$ cat src/rtl/vga_timing_gen.sv
// Parametrised VGA raster timing generator: sync, blank, active, coordinates, line/frame pulses.
// Optional line-compare interrupt built when VGA_LINE_IRQ_EN is defined.
module vga_timing_gen #(
  parameter int   H_VISIBLE  = 640,
  parameter int   H_FRONT    = 16,
  parameter int   H_SYNC     = 96,
  parameter int   H_BACK     = 48,
  parameter int   V_VISIBLE  = 480,
  parameter int   V_FRONT    = 10,
  parameter int   V_SYNC     = 2,
  parameter int   V_BACK     = 33,
  parameter logic H_SYNC_POL = 1'b0,
  parameter logic V_SYNC_POL = 1'b0,
  parameter int   CW         = 10
) (
  input  logic          i_Clk,
  input  logic          i_Reset,
  input  logic          i_PixEn,
  input  logic          i_Video,
`ifdef VGA_LINE_IRQ_EN
  input  logic [CW-1:0] i_IrqLine,
  output logic          o_LineIrq,
`endif
  output logic [CW-1:0] o_X,
  output logic [CW-1:0] o_Y,
  output logic          o_HSync,
  output logic          o_VSync,
  output logic          o_HBlank,
  output logic          o_VBlank,
  output logic          o_Active,
  output logic          o_LineStart,
  output logic          o_FrameStart,
  output logic          o_Video
);
  localparam int H_TOTAL = H_VISIBLE + H_FRONT + H_SYNC + H_BACK;
  localparam int V_TOTAL = V_VISIBLE + V_FRONT + V_SYNC + V_BACK;

  localparam logic [CW-1:0] ONE      = CW'(1);
  localparam logic [CW-1:0] H_LAST   = CW'(H_TOTAL - 1);
  localparam logic [CW-1:0] V_LAST   = CW'(V_TOTAL - 1);
  localparam logic [CW-1:0] H_VIS    = CW'(H_VISIBLE);
  localparam logic [CW-1:0] V_VIS    = CW'(V_VISIBLE);
  localparam logic [CW-1:0] HS_FIRST = CW'(H_VISIBLE + H_FRONT);
  localparam logic [CW-1:0] HS_LAST  = CW'(H_VISIBLE + H_FRONT + H_SYNC - 1);
  localparam logic [CW-1:0] VS_FIRST = CW'(V_VISIBLE + V_FRONT);
  localparam logic [CW-1:0] VS_LAST  = CW'(V_VISIBLE + V_FRONT + V_SYNC - 1);

  logic [CW-1:0] x_nxt, y_nxt;
  logic          hs_on, vs_on, line_entry, frame_entry;

  // Decodes come from the next position so they register alongside o_X/o_Y.
  always_comb begin
    x_nxt = (o_X == H_LAST) ? '0 : o_X + ONE;
    y_nxt = o_Y;
    if (o_X == H_LAST)
      y_nxt = (o_Y == V_LAST) ? '0 : o_Y + ONE;
  end

  assign hs_on       = (x_nxt >= HS_FIRST) && (x_nxt <= HS_LAST);
  assign vs_on       = (y_nxt >= VS_FIRST) && (y_nxt <= VS_LAST);
  assign line_entry  = i_PixEn && (x_nxt == '0);
  assign frame_entry = line_entry && (y_nxt == '0);

  always_ff @(posedge i_Clk or posedge i_Reset) begin
    if (i_Reset) begin
      o_X          <= H_LAST;
      o_Y          <= V_LAST;
      o_HSync      <= ~H_SYNC_POL;
      o_VSync      <= ~V_SYNC_POL;
      o_HBlank     <= 1'b1;
      o_VBlank     <= 1'b1;
      o_Active     <= 1'b0;
      o_LineStart  <= 1'b0;
      o_FrameStart <= 1'b0;
      o_Video      <= 1'b0;
    end else begin
      // Pulses fall on the next clock regardless of the enable.
      o_LineStart  <= line_entry;
      o_FrameStart <= frame_entry;
      if (i_PixEn) begin
        o_X      <= x_nxt;
        o_Y      <= y_nxt;
        o_HSync  <= hs_on ? H_SYNC_POL : ~H_SYNC_POL;
        o_VSync  <= vs_on ? V_SYNC_POL : ~V_SYNC_POL;
        o_HBlank <= (x_nxt >= H_VIS);
        o_VBlank <= (y_nxt >= V_VIS);
        o_Active <= (x_nxt < H_VIS) && (y_nxt < V_VIS);
        o_Video  <= i_Video & o_Active;
      end
    end
  end

`ifdef VGA_LINE_IRQ_EN
  // Lines >= V_TOTAL are never reached by y, so such compare values never fire.
  always_ff @(posedge i_Clk or posedge i_Reset) begin
    if (i_Reset) o_LineIrq <= 1'b0;
    else         o_LineIrq <= line_entry && (y_nxt == i_IrqLine);
  end
`endif

endmodule

$ cat config.mk
export PLATFORM = sky130hd
export DESIGN_NAME = vga_timing_gen
export DESIGN_NICKNAME = d
export VERILOG_FILES = /design/src/rtl/vga_timing_gen.sv
export SDC_FILE = /design/constraint.sdc
export NUM_CORES = 1
export LEC_CHECK = 0
export CAP_MARGIN = 20
export CELL_PAD_IN_SITES_DETAIL_PLACEMENT = 1
export CELL_PAD_IN_SITES_GLOBAL_PLACEMENT = 2
export CORE_MARGIN = 5
export CORE_UTILIZATION = 34
export CTS_BUF_LIST = sky130_fd_sc_hd__clkbuf_8
export DETAILED_ROUTE_END_ITERATION = 10
export PLACE_DENSITY_LB_ADDON = 0.1
export SLEW_MARGIN = 20
export SYNTH_ARGS = -nofsm -noshare
export SYNTH_HDL_FRONTEND = slang
export SYNTH_SLANG_ARGS = --single-unit
$ cat constraint.sdc
create_clock -name i_Clk -period 2.62 [get_ports i_Clk]
set_input_delay 0.524 -clock i_Clk [delete_from_list [all_inputs] [get_ports i_Clk]]
set_output_delay 0.524 -clock i_Clk [all_outputs]
set_load 0.005 [all_outputs]
==> run summary <==
The flow ran to the end, and the final reports show no timing, DRC or antenna violations. The detailed-routing wirelength on met1 is 2740 um. The average footprint of a synthesized cell was 9.20 um^2; the reported leakage power was 0.967 nW.

For the setup TNS after final layout, the log shows 0 ns. The share of synthesized area in the top cell type comes to 19.5%. The run gives 0 as the initial antenna violation count. The width of the die was 84.5 um.

The min-delay analysis places its worst path in the category register to register. The number of nets handed over by synthesis was 214. In the routed design, unresolved DRC markers number 0. The clock period minus final worst setup slack is 2.51 ns, and the transition at the pin with the smallest max-transition slack is 0.375 ns. The tools report the achievable frequency as 399 MHz. The data arrival time of the critical path came out at 2.70 ns.

The via count of the first global-routing pass is 1740, and the final core utilization is 43.6%. Timing analysis after detailed placement gives a worst setup slack of 0.0576 ns. The count of nets left with antenna violations after detail routing came out at 0. The predominant post-synthesis flop cell was sky130_fd_sc_hd__dfstp_2. The register area share after synthesis was 38.1%. Maximum level of the CTS H-tree: 1. For this block, the via count after detailed routing is 1692. Setup repair after global routing left no endpoint under its margin.

TritonCTS built the clock tree. The minimum setup slack among reg-to-reg paths is 0.11 ns, and the core box area is 5440 um^2. The row count was 27. The worst setup path is launched from a register. The internal power summed over all cells is 801 uW. The number of nets in the finished design is 249, and the clock tree buffer depth is 2. Of the total power, the share spent switching nets is 31.5%. The number of library cell types mapped by synthesis was 54; the final worst clock skew was 0.00141 ns.

The worst setup path category was register to register. The tools report the cell area after technology mapping as 1890 um^2. After detailed routing, the average wire length per cell comes to 17.5 um.

In this run, synthesis produced a sequential element count of 28. The die covers 7140 um^2. The run gives 4 as the number of detailed-route iterations in the first pass. From bottom edge to top edge, the die measures 84.5 um.

Global routing finished with a remaining overflow of 0. The CTS buffer count is 3. The share of total power in combinational logic is 25.0%. The tools report the number of diodes as 0. Ranked by instance count, the synthesized netlist is headed by 20 x sky130_fd_sc_hd__nand2_1, 14 x sky130_fd_sc_hd__dfrtp_1, 14 x sky130_fd_sc_hd__dfstp_2. Non-filler instance count after layout: 311.

The number of hold buffers added after cts came out at 0. The count of input and output buffers works out to 31. In the post-synthesis netlist, the biggest area contributors are sky130_fd_sc_hd__dfstp_2 20%, sky130_fd_sc_hd__dfrtp_1 19%, sky130_fd_sc_hd__xnor2_1 5.6%, sky130_fd_sc_hd__nand2_1 4.0%, sky130_fd_sc_hd__mux2i_1 3.7%. After detailed routing, the number of vias per cell comes to 5.44. For the worst-skew pair, the clock arrives at the later sink with an insertion delay of 0.28 ns.

Summed over all instances, the cell type with the most area after synthesis is sky130_fd_sc_hd__dfstp_2. The worst-case IR drop observed on VDD is 0.269 mV. The library cell with the highest instance count after synthesis was sky130_fd_sc_hd__nand2_1. The uppermost layer routed is met4. Detailed routing placed a total of 247 um of wire on met3.

STA classifies the critical path endpoint as a register. The share of total power in the clock network is 24.5%. Library cell used as clock root buffer: sky130_fd_sc_hd__clkbuf_8. Once the floorplan was initialized, standard cells occupied 34.7% of the core. Wires add up to 5450 um. The final-layout worst hold slack is 0.487 ns, and the number of top-level design ports is 32. For this run, the total global-route usage over all layers was measured as 15.9%. For this run, the number of Yosys warnings is 0. The logs give 2370 um^2 for the final instance area and 29 for the maximum number of pins on one net before global-route repair.

Once placement completed, the tool counted placed cells totaling 305. For the sum of met2 wire segment lengths after detailed routing, the log shows 2440 um. The maximum fanout along the worst path was 9. The number of max-cap violations is 0.

Synthesis produced 205 cells. In this run, flip-flops and latches consume 50.5% of the power. The final-report max-slew violation count is 0. For the final worst slack, the log shows 0.113 ns. For the switching power, the log shows 369 uW.

The tools report the worst endpoint required time as 2.81 ns. For this run, asynchronously set or reset flops after synthesis account for 100%. The run gives 2300 um^2 as the total placed instance area. After legalization and detailed placement, the total HPWL measured 3950 um. For the number of setup violations in the final report, the log shows 0. From synthesis to final layout, the design area changed by 25.7%.

The number of violations reported at the end of detailed-routing iteration 0 was 114; the first-pass GRT wire length was 9290 um. Clock-pin slew was measured on the worst setup and hold paths at 0.11 ns. In the final layout, the share of cells above drive strength 1 is 18.8%. The count of flip-flops with a built-in enable after synthesis was 0; the number of failing hold endpoints at the final stage was 0.

Power spread over the standard cell area amounts to 494 nW/um^2. Measured against its own limit, the worst slew margin works out to 74.3%. Period utilization: 95.7%.

The number of clock sinks is 28. After layout, the design draws a total of 1.17 mW. The run gives 0.827 as the weighted congestion at the end of routability-driven global placement.
-- per-layer routing --
metal,track usage (%),vias up
met5,0,-
met4,3.45,0
met3,2.45,2
met2,24.4,38
met1,23.4,842
li1,-,810
-- worst max-delay path: stages (launching register included) --
cell	delay, ns
sky130_fd_sc_hd__dfstp_2	0.64
sky130_fd_sc_hd__and4_1	0.25
sky130_fd_sc_hd__and4_1	0.33
sky130_fd_sc_hd__and3_1	0.20
sky130_fd_sc_hd__mux2i_1	0.15
sky130_fd_sc_hd__or4_4	0.56
sky130_fd_sc_hd__nor4_2	0.29
-- registers in the layout, summed over array words and instances (netlist names) --
signal        flops
o_X              10
o_VSync           1
o_FrameStart      1
o_HBlank          1
o_HSync           1
o_LineStart       1
o_Y              10
o_VBlank          1
o_Video           1
o_Active          1
-- placed cells by master, fill, tap and decap left out, types with 2 or more instances in the layout --
cell type / instances
sky130_fd_sc_hd__a21o_1: 2
sky130_fd_sc_hd__a21oi_1: 8
sky130_fd_sc_hd__a22o_1: 2
sky130_fd_sc_hd__a31oi_1: 4
sky130_fd_sc_hd__and2_1: 4
sky130_fd_sc_hd__and3_1: 4
sky130_fd_sc_hd__and4_1: 4
sky130_fd_sc_hd__buf_4: 13
sky130_fd_sc_hd__clkbuf_8: 4
sky130_fd_sc_hd__clkdlybuf4s50_1: 31
sky130_fd_sc_hd__dfrtp_1: 14
sky130_fd_sc_hd__dfstp_2: 14
sky130_fd_sc_hd__ha_1: 4
sky130_fd_sc_hd__inv_1: 11
sky130_fd_sc_hd__mux2_2: 3
sky130_fd_sc_hd__mux2i_1: 7
sky130_fd_sc_hd__nand2_1: 20
sky130_fd_sc_hd__nand2b_1: 2
sky130_fd_sc_hd__nand3_1: 13
sky130_fd_sc_hd__nand4_1: 9
sky130_fd_sc_hd__nand4b_1: 2
sky130_fd_sc_hd__nor2_1: 10
sky130_fd_sc_hd__nor3_1: 3
sky130_fd_sc_hd__o211ai_1: 2
sky130_fd_sc_hd__o21ai_0: 10
sky130_fd_sc_hd__o22a_1: 2
sky130_fd_sc_hd__xnor2_1: 12
-- cells by family after synthesis --
group,count (synthesis),synth area share (%)
AND/OR/NAND/NOR,83,26.6
AO/OA/AOI/OAI,41,14.5
flip-flops,28,38.1
buffers and inverters,25,5.97
XOR/XNOR,13,6.04
multiplexers,10,5.51
adder cells (fa/ha/maj),5,3.32
-- path summary, 6_finish.rpt --
kind	from	endpoint	cells after the start
hold / removal	o_HBlank$_DFFE_PP1P_	o_HBlank$_DFFE_PP1P_	2
setup reg to reg	o_X[3]$_DFFE_PP1P_	o_FrameStart$_DFF_PP0_	6
min in group asynchronous	i_Reset	o_Video$_DFFE_PP0P_	3
hold reg to reg	o_HBlank$_DFFE_PP1P_	o_HBlank$_DFFE_PP1P_	2
setup / recovery	o_X[3]$_DFFE_PP1P_	o_FrameStart$_DFF_PP0_	6
max in group asynchronous	i_Reset	o_Y[3]$_DFFE_PP1P_	3
-- power by group through the flow --
| stage | combinational, mW | clock [mW] | sequential (mW) |
|---|---|---|---|
| 4_1_cts | 0.297 | 0.309 | 0.591 |
| 3_5_place_dp | 0.295 | 0 | 0.599 |
| 6_report | 0.293 | 0.286 | 0.591 |
| 2_1_floorplan | 0.217 | 0 | 0.551 |
| 3_3_place_gp | 0.292 | 0 | 0.591 |
| 5_1_grt | 0.321 | 0.319 | 0.605 |
-- timing repair --
item,CTS,global route
setup buffers,0,2
setup endpoints to repair,0,5
endpoints found under the hold margin,0,0
gates resized for setup,0,1
-- cell type report --
| cell class | instances | area, um^2 |
|---|---|---|
| clock buffer | 4 | 55.1 |
| inverter | 11 | 41.3 |
| multi-input combinational | 152 | 1060 |
| timing repair buffer | 44 | 408 |
| tap | 72 | 90.1 |
| fill | 657 | 3070 |
| sequential | 28 | 718 |
Note: power is estimated with default switching activity, not from simulation.
